<file path="config.mk">
export PLATFORM = sky130hd
export DESIGN_NAME = scroll_controller
export DESIGN_NICKNAME = d
export VERILOG_FILES = /design/src/rtl/scroll_controller.sv
export SDC_FILE = /design/constraint.sdc
export NUM_CORES = 1
export LEC_CHECK = 0
export ABC_AREA = 1
export BUFFER_PORTS_ARGS = -buffer_cell sky130_fd_sc_hd__buf_4
export CORE_UTILIZATION = 40
export CTS_CLUSTER_SIZE = 12
export DETAILED_ROUTE_END_ITERATION = 7
export PLACE_DENSITY = 0.7
export SYNTH_ARGS = -nofsm -noshare
export SYNTH_HDL_FRONTEND = slang
export SYNTH_SLANG_ARGS = --single-unit
</file>
<file path="constraint.sdc">
create_clock -name clk -period 4.09 [get_ports clk]
set_clock_uncertainty 0.1 [all_clocks]
set_input_delay 0.409 -clock clk [delete_from_list [all_inputs] [get_ports clk]]
set_output_delay 0.409 -clock clk [all_outputs]
set_load 0.02 [all_outputs]
</file>
<file path="src/rtl/scroll_controller.sv">
// +----------------------------------------------------------------------------+
// | scroll_controller                                                          |
// | Advances the rotating-message base index and multiplexes the four digits.  |
// | Revision: 1.0                                                              |
// +----------------------------------------------------------------------------+
`default_nettype none
`timescale 1ns/1ps

module scroll_controller #(
  parameter int CNT_W   = 23,
  parameter int MSG_LEN = 16,
  parameter int IDX_W   = 4,
  parameter int REF_HI  = 17
) (
  input  logic             clk,
  input  logic             reset,
  input  logic [CNT_W-1:0] time_counter,
  input  logic             auto_en,
  input  logic             step,
  input  logic             dir,
  output logic [IDX_W-1:0] base_idx,
  output logic             rotate_pulse,
  output logic [3:0]       an,
  output logic [IDX_W-1:0] char_addr
);

  localparam logic [IDX_W-1:0] C_LAST    = IDX_W'(MSG_LEN - 1);
  localparam logic [IDX_W-1:0] C_ONE     = IDX_W'(1);
  localparam logic [IDX_W:0]   C_LEN     = (IDX_W+1)'(MSG_LEN);
  localparam logic [IDX_W-1:0] C_LEN_LO  = IDX_W'(MSG_LEN);

  typedef enum logic [0:0] {
    ST_IDLE = 1'b0,
    ST_RUN  = 1'b1
  } state_t;

  state_t           r_state;
  logic             r_msb_q;
  logic             r_step_q;

  logic             w_wrap;
  logic             w_step_ev;
  logic             w_advance;
  logic [1:0]       w_digit;
  logic [IDX_W-1:0] w_next_base;
  logic [IDX_W:0]   w_sum;
  logic [IDX_W-1:0] w_char;
  logic             w_unused_tc;

  assign w_wrap    = r_msb_q & ~time_counter[CNT_W-1];
  assign w_step_ev = step & ~r_step_q;
  assign w_advance = (r_state == ST_RUN) ? w_wrap : w_step_ev;
  assign w_digit   = time_counter[REF_HI -: 2];

  // Only the MSB and the refresh slice of the counter are consumed.
  assign w_unused_tc = &{1'b0, time_counter};

  always_comb begin
    w_next_base = base_idx;
    if (dir) begin
      w_next_base = (base_idx == '0) ? C_LAST : base_idx - C_ONE;
    end else begin
      w_next_base = (base_idx == C_LAST) ? '0 : base_idx + C_ONE;
    end
  end

  // base_idx < MSG_LEN and digit <= 3 <= MSG_LEN-1, so one subtract is enough;
  // the low bits wrap correctly even when MSG_LEN == 2**IDX_W.
  assign w_sum  = {1'b0, base_idx} + {{(IDX_W-1){1'b0}}, w_digit};
  assign w_char = (w_sum >= C_LEN) ? (w_sum[IDX_W-1:0] - C_LEN_LO) : w_sum[IDX_W-1:0];

  always_ff @(posedge clk or posedge reset) begin
    if (reset) begin
      r_state      <= ST_IDLE;
      r_msb_q      <= 1'b0;
      r_step_q     <= 1'b0;
      base_idx     <= '0;
      rotate_pulse <= 1'b0;
      an           <= 4'b1111;
      char_addr    <= '0;
    end else begin
      r_msb_q      <= time_counter[CNT_W-1];
      r_step_q     <= step;
      rotate_pulse <= w_advance;
      if (w_advance) begin
        base_idx <= w_next_base;
      end
      case (r_state)
        ST_IDLE: if (auto_en)  r_state <= ST_RUN;
        ST_RUN:  if (!auto_en) r_state <= ST_IDLE;
        default: r_state <= ST_IDLE;
      endcase
      an        <= ~(4'b1000 >> w_digit);
      char_addr <= w_char;
    end
  end

endmodule

`default_nettype wire

</file>
Word level (Yosys, flattened, before mapping)
Cells that the tools add are included.
{"block": "op_classes", "n_addsub": 3, "mul": 0, "div": 0, "order_cmp": 0, "eq_ne": 1, "n_shift": 1, "mux": 5, "bitwise_logic": 5, "reduce_logical": 1}
{"op": "$mux W4", "n": 3}
{"op": "$add A4 B1 Y4 const B", "n": 1}
{"op": "$add A4 B2 Y4", "n": 1}
{"op": "$eq A4 B4 Y1 const B", "n": 1}
{"op": "$logic_not A4 Y1", "n": 1}
{"op": "$not A4 Y4", "n": 1}
{"op": "$shr A4 B2 Y4 const A", "n": 1}
{"op": "$sub A4 B1 Y4 const B", "n": 1}
{"op": "$and A1 B1 Y1", "n": 2}
{"op": "$mux W1", "n": 2}
{"op": "$not A1 Y1", "n": 2}
{"block": "word_totals", "reg_bits": 16, "latch_bits": 0, "mem_bits_rw": 0, "rom_bits": 0, "input_bits": 28, "n_memories": 0}

Logic depth before layout (Yosys ltp)
Gate-level depths: netlist of the first run.
{"block": "logic_depth", "depth_word": 3, "mapped_depth": 8}

Worst setup path after synthesis of the first run
OpenSTA, ideal clock, no wires.
{"block": "synth_timing", "path_type": "reg-to-reg", "startpoint": "reg base_idx[0]", "endpoint": "reg char_addr[2]", "setup_time_ps": 123, "arrival_time_ps": 1263, "required_ps": 3867, "slack_ps": 2604, "stages_incl_launch_ff": 5, "path_buffers": 0, "synth_period_minus_slack_ps": 1486, "path_cell_list": "dfrtp_1 ha_1 inv_1 fa_1 xnor2_1"}
{"block": "synth_via", "elab_chain_len": 1}
{"element": "start, declared", "line": "21", "source": "output logic [IDX_W-1:0] base_idx,"}
{"element": "start signal, assigned", "line": "86", "source": "base_idx <= w_next_base;"}
{"element": "$add A4 B2 Y4", "line": "69", "source": "assign w_sum = {1'b0, base_idx} + {{(IDX_W-1){1'b0}}, w_digit};"}
{"element": "named net w_char[2]", "line": "47", "source": "logic [IDX_W-1:0] w_char;"}
{"element": "end signal, assigned", "line": "94", "source": "char_addr <= w_char;"}
{"element": "end, declared", "line": "24", "source": "output logic [IDX_W-1:0] char_addr"}
The timed path passes the listed nets, and every way through them passes these cells.
A chain may end at the register's enable or synchronous reset.

Final worst setup path of the first run
{"block": "layout_timing", "startpoint": "reg base_idx[2]", "endpoint": "out base_idx[2]"}
No word-level cell between the ends.

==> flow_summary.ini, run 1 <==
[global_route]
grt_start_max_net_pins = 17
globalRouteTotalUtil_pct = 13.5
grt_overflow_total = 0
antenna_found_initial = 0
grt_pass1_wl_mm = 1.88
grt_pass1_vias = 478

[min_path]
hold_path.class = in -> async

[critical_path]
worstPathCellList = buf_4
crit_path_end = base_idx[2]
worst-path-buf-inv = 1
worstSetupStartpointType = register
rrSetupSlack_ps = 2590
r2r.worst_path.cells = 8
critical_path_depth = 1
slowest_stage = dfrtp_1
startpoint = base_idx[2]$_DFFE_PP0P_
cp-end-kind = primary output
critical_path_class = reg -> out
rr_startpoint = base_idx[1]$_DFFE_PP0P_
crit_fanout = 9
critPathTopFamily = flip-flops
required_ps = 3580
r2r_end = base_idx[3]$_DFFE_PP0P_
arrival_ps = 1110
worst_path_largest_cell_delay_ps = 600

[yosys]
syn_area_um2 = 762
ys_ff_latch = 16
synth_most_common_cell = nand2_1
synthTopCellsByArea = dfrtp_1 39%, dfstp_2 14%, nand2_1 7.4%
syn-num-nets = 109
synth_edf_count = 0
yosysTopAreaCellShare_pct = 39.4
ys.flop_type = dfrtp_1
synthCells = 76
synth-async-reset-ratio_pct = 100
synth.distinct_cells = 21
synth_top_cell_by_area = dfrtp_1
syn-mean-instance-area_um2 = 10.0
synth_warnings = 0
netlist_top_cells_count = 15 x nand2_1, 12 x dfrtp_1, 12 x inv_1, 6 x nand3_1
yosysSeqAreaShare_pct = 53.2

[route]
routedWlPerCell_um = 10.6
avgViaCountPerCell = 4.60
vias = 566
ant_nets = 0
drc = 0
drt_wl_total_mm = 1.30
drtPass1Iterations = 4
first_iter_violations = 15

[placement]
portBuffers = 20
dp.final_hpwl_um = 980
postPlaceCellArea_um2 = 925
gp_congestion = 0.730
place_ws_ps = 2610

[final_layout]
n_antenna_cell = 0
drive_gt1_share_pct = 31.6
fillCellCount = 170
area_growth_pct = 24.8
nNetsFinal = 132
fin_area_um2 = 951
seqCellArea_um2 = 405
multi_input_area_um2 = 289

[timing]
slew_viol_final = 0
finalWorstSetupSlack_ps = 2470
hold_ws_ps = 67.0
slew_headroom_pct = 61.7
fmax_ghz = 0.617
worst_slew_pin_slew_ps = 573
finalSetupViolCount = 0
finalSetupTns_ps = 0
rsz0062_at_grt = no
layout_min_cycle_time_ps = 1620
period_share_pct = 39.6
hold_violations = 0

[floorplan]
rows = 15
initial_utilization_pct = 43.2
pin_count = 41
die_h_um = 45.6
die_area_um2 = 2080
die_w_um = 45.6
core_um2 = 1760

[clocking]
insertion_delay_ps = 290
clock_path_buffers = 2
cts_resized = 0
clk_pin_slew_ps = 90
cts_hold_buffers = 0
clock_sinks = 16
h-tree-depth = 1
cts-buffers-inserted = 3
post_cts_buffers = 0
cts_root_buffer = clkbuf_4
tritoncts = done

[pwr]
p_leak_nw = 0.482
power_density_nw_per_um2 = 641
ir_drop_mv = 0.236

[run]
maxCapViolCount = 0

[status]
status = complete, no violations
cells in the final DEF (no fill, tap or decap), drive strengths merged, types with 4 or more instances in the layout:
| cell type | instances |
|---|---|
| clkbuf | 4 |
| inv | 13 |
| nor2 | 5 |
| nand3 | 6 |
| dfstp | 4 |
| dfrtp | 12 |
| nand2 | 16 |
| ha | 4 |
| buf | 20 |
worst min-delay path by stage:
stage	endpoint	slack (ps)	cells past startpoint
floorplan	base_idx[0]$_DFFE_PP0P_	220	1
global placement	r_state$_DFF_PP0_	400	2
detailed placement	r_state$_DFF_PP0_	410	2
CTS	base_idx[2]$_DFFE_PP0P_	90	2
global route	r_state$_DFF_PP0_	110	1
finish	base_idx[2]$_DFFE_PP0P_	70	2
cell families (layout without fill, tap and decap cells):
family          Yosys count  after routing  share of synthesized area [%]
simple gates             30             30                           20.2
fa+ha+maj                 5              5                           9.20
flops                    16             16                           53.2
compound gates            6              6                           3.94
xor+xnor                  4              4                           4.60
buf+inv                  15             37                           8.87
layer usage:
layer  vias up  track usage (%)  routed length (um)
li1        279                -                   -
met1       270             14.7                 538
met2        13             22.0                 672
met3         4             2.38                  55
met4         0             12.7                  34
met5         -                0                   0
where the power goes:
part / internal (W) / switching, W / total, W
clock network: 0.0000379 / 0.0000478 / 0.0000858
registers: 0.000202 / 0.0000584 / 0.000260
logic: 0.000116 / 0.000148 / 0.000264
state kept, by name, indices dropped and copies added (netlist names):
name,count
char_addr,4
base_idx,4
r_state,1
r_msb_q,1
r_step_q,1
an,4
rotate_pulse,1
cell type report:
class	count	share of cell area (%)
Sequential cell	16	42.6
Tap cell	25	3.29
Inverter	13	5.13
Multi-Input combinational cell	45	30.4
Timing Repair Buffer	20	15.8
Clock buffer	4	2.76
per-stage QoR:
stage	utilization [%]	std cells	total power, W
5_1_grt	53.9	123	0.000657
4_1_cts	53.9	123	0.000618
3_3_place_gp	52.4	119	0.000522
6_report	53.9	123	0.000610
2_1_floorplan	-	76	0.000445
3_5_place_dp	52.4	119	0.000531
Note: power is estimated with default switching activity, not from simulation.
==> run 2: changes to the inputs <==
==> constraint.sdc (replaced) <==
create_clock -name clk -period 1.5 [get_ports clk]
set_clock_uncertainty 0.1 [all_clocks]
set_input_delay 0.15 -clock clk [delete_from_list [all_inputs] [get_ports clk]]
set_output_delay 0.15 -clock clk [all_outputs]
set_load 0.02 [all_outputs]
==> flow_summary.ini, run 2 (synthesis results as in run 1) <==
[status]
status = complete, no violations

[pwr]
ir_drop_mv = 0.661
power_density_nw_per_um2 = 1710
p_leak_nw = 0.522

[critical_path]
critical_path_class = in -> reg
startpoint = time_counter[16]
worstSetupStartpointType = input port
arrival_ps = 1540
required_ps = 1550
cp-end-kind = register
crit_fanout = 4
rr_startpoint = base_idx[0]$_DFFE_PP0P_
r2r.worst_path.cells = 4
crit_path_end = char_addr[2]$_DFF_PP0_
rrSetupSlack_ps = 120
r2r_end = char_addr[2]$_DFF_PP0_

[route]
avgViaCountPerCell = 4.51
vias = 591
first_iter_violations = 8
drtPass1Iterations = 4
ant_nets = 0
drt_wl_total_mm = 1.43
routedWlPerCell_um = 10.9
drc = 0

[timing]
slew_viol_final = 0
layout_min_cycle_time_ps = 1490
period_share_pct = 99.4
hold_violations = 0
finalSetupViolCount = 0
hold_ws_ps = 113
slew_headroom_pct = 61.4
worst_slew_pin_slew_ps = 578
fmax_ghz = 0.671

[final_layout]
largestRegisters = an x4, base_idx x4, char_addr x4
drive_gt1_share_pct = 34.0
n_antenna_cell = 0
post-route-util_pct = 59.1
layout_commonest_cell = buf_4
nNetsFinal = 140
area_growth_pct = 36.8
final_cell_mix = 22 x buf_4, 15 x nand2_1, 12 x inv_1, 12 x dfrtp_1

[placement]
dp.final_hpwl_mm = 1.00
gp_congestion = 0.744
portBuffers = 20

[global_route]
grt_start_max_net_pins = 17
antenna_found_initial = 0
globalRouteTotalUtil_pct = 16.2
grt_pass1_wl_mm = 2.30
grt_pass1_vias = 555
grt_overflow_total = 0

[floorplan]
die_h_um = 45.6
initial_utilization_pct = 43.2
die_area_um2 = 2080
core_um2 = 1760
die_w_um = 45.6
rows = 15
pin_count = 41

[clocking]
clk_pin_slew_ps = 90
h-tree-depth = 1
insertion_delay_ps = 270
tritoncts = done
clock_path_buffers = 2
clock_sinks = 16
cts-buffers-inserted = 3
cts_root_buffer = clkbuf_4

[min_path]
hold_path.class = in -> reg

[run]
maxCapViolCount = 0
## run 2: timing repair
item | CTS | global route
setup buffers | 0 | 0
hold buffers | 6 | 0
endpoints found under the hold margin | 19 | 0
setup endpoints to repair | 0 | 1
gates resized for setup | 0 | 2
## run 2: how the worst min path moves through the flow
stage	endpoint	slack, ps	cells past startpoint	from
3_5_place_dp	r_state$_DFF_PP0_	140	2	reset
6_report	base_idx[2]$_DFFE_PP0P_	110	4	dir
3_3_place_gp	r_state$_DFF_PP0_	140	2	reset
4_1_cts	base_idx[2]$_DFFE_PP0P_	100	4	dir
2_1_floorplan	base_idx[0]$_DFFE_PP0P_	-40	1	reset
5_1_grt	base_idx[2]$_DFFE_PP0P_	120	4	dir
## run 2: per-layer routing
layer / vias up / GRT usage, % / wire length, um
met5: - / 0 / 0
met4: 0 / 7.27 / 13
met3: 2 / 2.38 / 52
met2: 16 / 31.1 / 754
met1: 277 / 16.8 / 606
li1: 296 / - / -
## run 2: area by class of cell
class	count	area (um^2)
timing repair buffer	28	225
fill	147	722
clock buffer	4	36.3
multi-input combinational	45	295
sequential	16	405
inverter	13	48.8
tap	25	31.3
## run 2: per-stage QoR
| step | TNS, ps | std cells | setup WS [ps] | cell area (um^2) | power, W |
|---|---|---|---|---|---|
| 3_5_place_dp | 0 | 121 | 155 | 940 | 0.00149 |
| 5_1_grt | -3.28 | 131 | -3.28 | 1040 | 0.00193 |
| 4_1_cts | 0 | 131 | 35.6 | 1040 | 0.00178 |
| 3_3_place_gp | 0 | 121 | 179 | 940 | 0.00146 |
| 6_report | 0 | 131 | 9.09 | 1040 | 0.00178 |
| 2_1_floorplan | 0 | 76 | 14.0 | 762 | 0.00121 |
## run 2: worst max-delay path, cell delays in order
cell	delay, ps
dlygate4sd3_1	530
buf_4	120
ha_2	180
inv_1	50
fa_1	370
xnor2_1	130
## run 2: where the power goes
part	switching (W)	total, W	internal (W)
combinational	0.000460	0.000828	0.000369
clock	0.000124	0.000271	0.000147
sequential	0.000128	0.000678	0.000550
total	0.000712	0.00178	0.00107
==> run 3: changes to the inputs <==
--- a/config.mk
+++ b/config.mk
@@ -6,11 +6,12 @@
 export NUM_CORES = 1
 export LEC_CHECK = 0
 export ABC_AREA = 1
-export BUFFER_PORTS_ARGS = -buffer_cell sky130_fd_sc_hd__buf_4
-export CORE_UTILIZATION = 40
+export BUFFER_PORTS_ARGS = -buffer_cell sky130_fd_sc_hd__clkbuf_2
+export CORE_UTILIZATION = 45
+export CTS_BUF_LIST = sky130_fd_sc_hd__clkbuf_8
 export CTS_CLUSTER_SIZE = 12
 export DETAILED_ROUTE_END_ITERATION = 7
-export PLACE_DENSITY = 0.7
+export PLACE_DENSITY = 0.77
 export SYNTH_ARGS = -nofsm -noshare
 export SYNTH_HDL_FRONTEND = slang
 export SYNTH_SLANG_ARGS = --single-unit
==> flow_summary.ini, run 3 (synthesis results as in run 1) <==
[clocking]
h-tree-depth = 1
cts_root_buffer = clkbuf_8
post_cts_buffers = 0
tritoncts = done
clk_pin_slew_ps = 60
cts-buffers-inserted = 3
insertion_delay_ps = 240
clock_path_buffers = 2
clock_sinks = 16

[critical_path]
critical_path_class = in -> reg
arrival_ps = 1430
crit_fanout = 4
worst_path_largest_cell_delay_ps = 600
worstPathCellList = dlygate4sd3_1, inv_1, fa_1, xnor2_1
rrSetupSlack_ps = 110
rr_startpoint = base_idx[0]$_DFFE_PP0P_
r2r.worst_path.cells = 4
slowest_stage = dlygate4sd3_1
critical_path_depth = 4
required_ps = 1510
cp-end-kind = register
startpoint = time_counter[17]
worst-path-buf-inv = 2
crit_path_end = char_addr[2]$_DFF_PP0_
critPathTopFamily = buffers and inverters
r2r_end = char_addr[2]$_DFF_PP0_
worstSetupStartpointType = input port

[min_path]
hold_path.class = in -> reg

[pwr]
comb_power_share_pct = 42.0
ir_drop_mv = 0.851
finalPower_w = 0.00173
p_sw_share_pct = 40.2
p_switching_w = 0.000697
power_density_nw_per_um2 = 1760
seqPwrFrac_pct = 39.9
p_int_w = 0.00104
clock_power_share_pct = 18.2
p_leak_nw = 0.515

[global_route]
antenna_found_initial = 0
globalRouteTotalUtil_pct = 16.8
grt_start_max_net_pins = 17
grt_pass1_wl_mm = 2.18
grt_pass1_vias = 508
grt_overflow_total = 0

[final_layout]
final_cell_mix = 19 x clkbuf_2, 15 x nand2_1, 13 x inv_1, 11 x dfrtp_1
drive_gt1_share_pct = 32.1
fillCellCount = 135
fin_area_um2 = 987
n_antenna_cell = 0
area_growth_pct = 29.6
nNetsFinal = 140
largestRegisters = an x4, base_idx x4, char_addr x4
layout_commonest_cell = clkbuf_2

[route]
drc = 0
drtPass1Iterations = 4
drt_wl_total_mm = 1.29
vias = 565
avgViaCountPerCell = 4.63
first_iter_violations = 4
routedWlPerCell_um = 10.5
ant_nets = 0

[timing]
layout_min_cycle_time_ps = 1420
finalSetupTns_ps = 0
slew_headroom_pct = 62.4
period_share_pct = 94.3
finalSetupViolCount = 0
worst_slew_pin_slew_ps = 563
fmax_ghz = 0.707
hold_violations = 0
slew_viol_final = 0
finalWorstSetupSlack_ps = 85.0
rsz0062_at_grt = no

[placement]
dp.final_hpwl_um = 941
place_ws_ps = 77.4
gp_congestion = 0.761
postPlaceCellArea_um2 = 886
portBuffers = 20

[floorplan]
pin_count = 41
initial_utilization_pct = 49.4
die_h_um = 43.2
die_area_um2 = 1860
die_w_um = 43.2
rows = 14
core_um2 = 1540

[status]
status = complete, no violations

[run]
maxCapViolCount = 0
## run 3: cell types whose count changed in the layout (fill, tap and decap cells not counted)
| cell | previous run | this run |
|---|---|---|
| clkbuf_4 | 3 | 0 |
| a21oi_1 | 2 | 3 |
| ha_2 | 1 | 0 |
| dfrtp_2 | 0 | 1 |
| inv_1 | 12 | 13 |
| clkbuf_8 | 1 | 3 |
| a21oi_2 | 1 | 0 |
| buf_4 | 22 | 3 |
| dfrtp_1 | 12 | 11 |
| ha_1 | 3 | 4 |
| clkbuf_2 | 0 | 19 |
## run 3: worst min-delay path, stage by stage
cell	delay, ps
clkbuf_2	100
inv_1	70
nand2_1	50
## run 3: worst min-delay path by stage
stage / depth (start not counted) / slack, ps / start / end
after detailed placement: 2 / 120 / reset / char_addr[1]$_DFF_PP0_
after global routing: 3 / 50 / time_counter[16] / an[3]$_DFF_PP1_
after floorplan: 1 / -40 / reset / base_idx[0]$_DFFE_PP0P_
final: 3 / 30 / time_counter[16] / an[3]$_DFF_PP1_
after global placement: 2 / 110 / reset / char_addr[1]$_DFF_PP0_
after CTS: 3 / 10 / time_counter[16] / an[3]$_DFF_PP1_
## run 3: through the flow
| stage | cells | util [%] | hold WS (ps) |
|---|---|---|---|
| after floorplan | 76 | - | -39.1 |
| after global placement | 113 | 57.5 | 105 |
| after detailed placement | 113 | 57.5 | 116 |
| after CTS | 123 | 64.3 | 13.9 |
| after global routing | 122 | 64.0 | 51.5 |
| final | 122 | 64.0 | 31.8 |
## run 3: routing by layer
| metal | vias up | track usage, % | wire [um] |
|---|---|---|---|
| met5 | - | 0 | 0 |
| met4 | 0 | 12.7 | 29 |
| met3 | 4 | 4.26 | 58 |
| met2 | 17 | 26.6 | 612 |
| met1 | 253 | 19.2 | 585 |
| li1 | 291 | - | - |
## run 3: timing repair
item	CTS	global route
resized for setup	0	1
setup endpoints to repair	0	1
hold buffers	6	0
hold endpoints to repair	18	0
## run 3: area by class of cell
| cell class | count | area, um^2 | area share (%) |
|---|---|---|---|
| Multi-Input combinational cell | 45 | 289 | 29.3 |
| Tap cell | 16 | 20.0 | 2.03 |
| Timing Repair Buffer | 28 | 178 | 18.0 |
| Clock inverter | 1 | 3.75 | 0.380 |
| Sequential cell | 16 | 407 | 41.2 |
| Clock buffer | 3 | 41.3 | 4.18 |
| Inverter | 13 | 48.8 | 4.94 |
## run 3: power groups by stage
stage	clock (W)	combinational (W)	sequential (W)
floorplan	0	0.000436	0.000778
global placement	0	0.000708	0.000689
detailed placement	0	0.000724	0.000696
CTS	0.000321	0.000738	0.000689
global route	0.000334	0.000823	0.000712
finish	0.000314	0.000727	0.000691
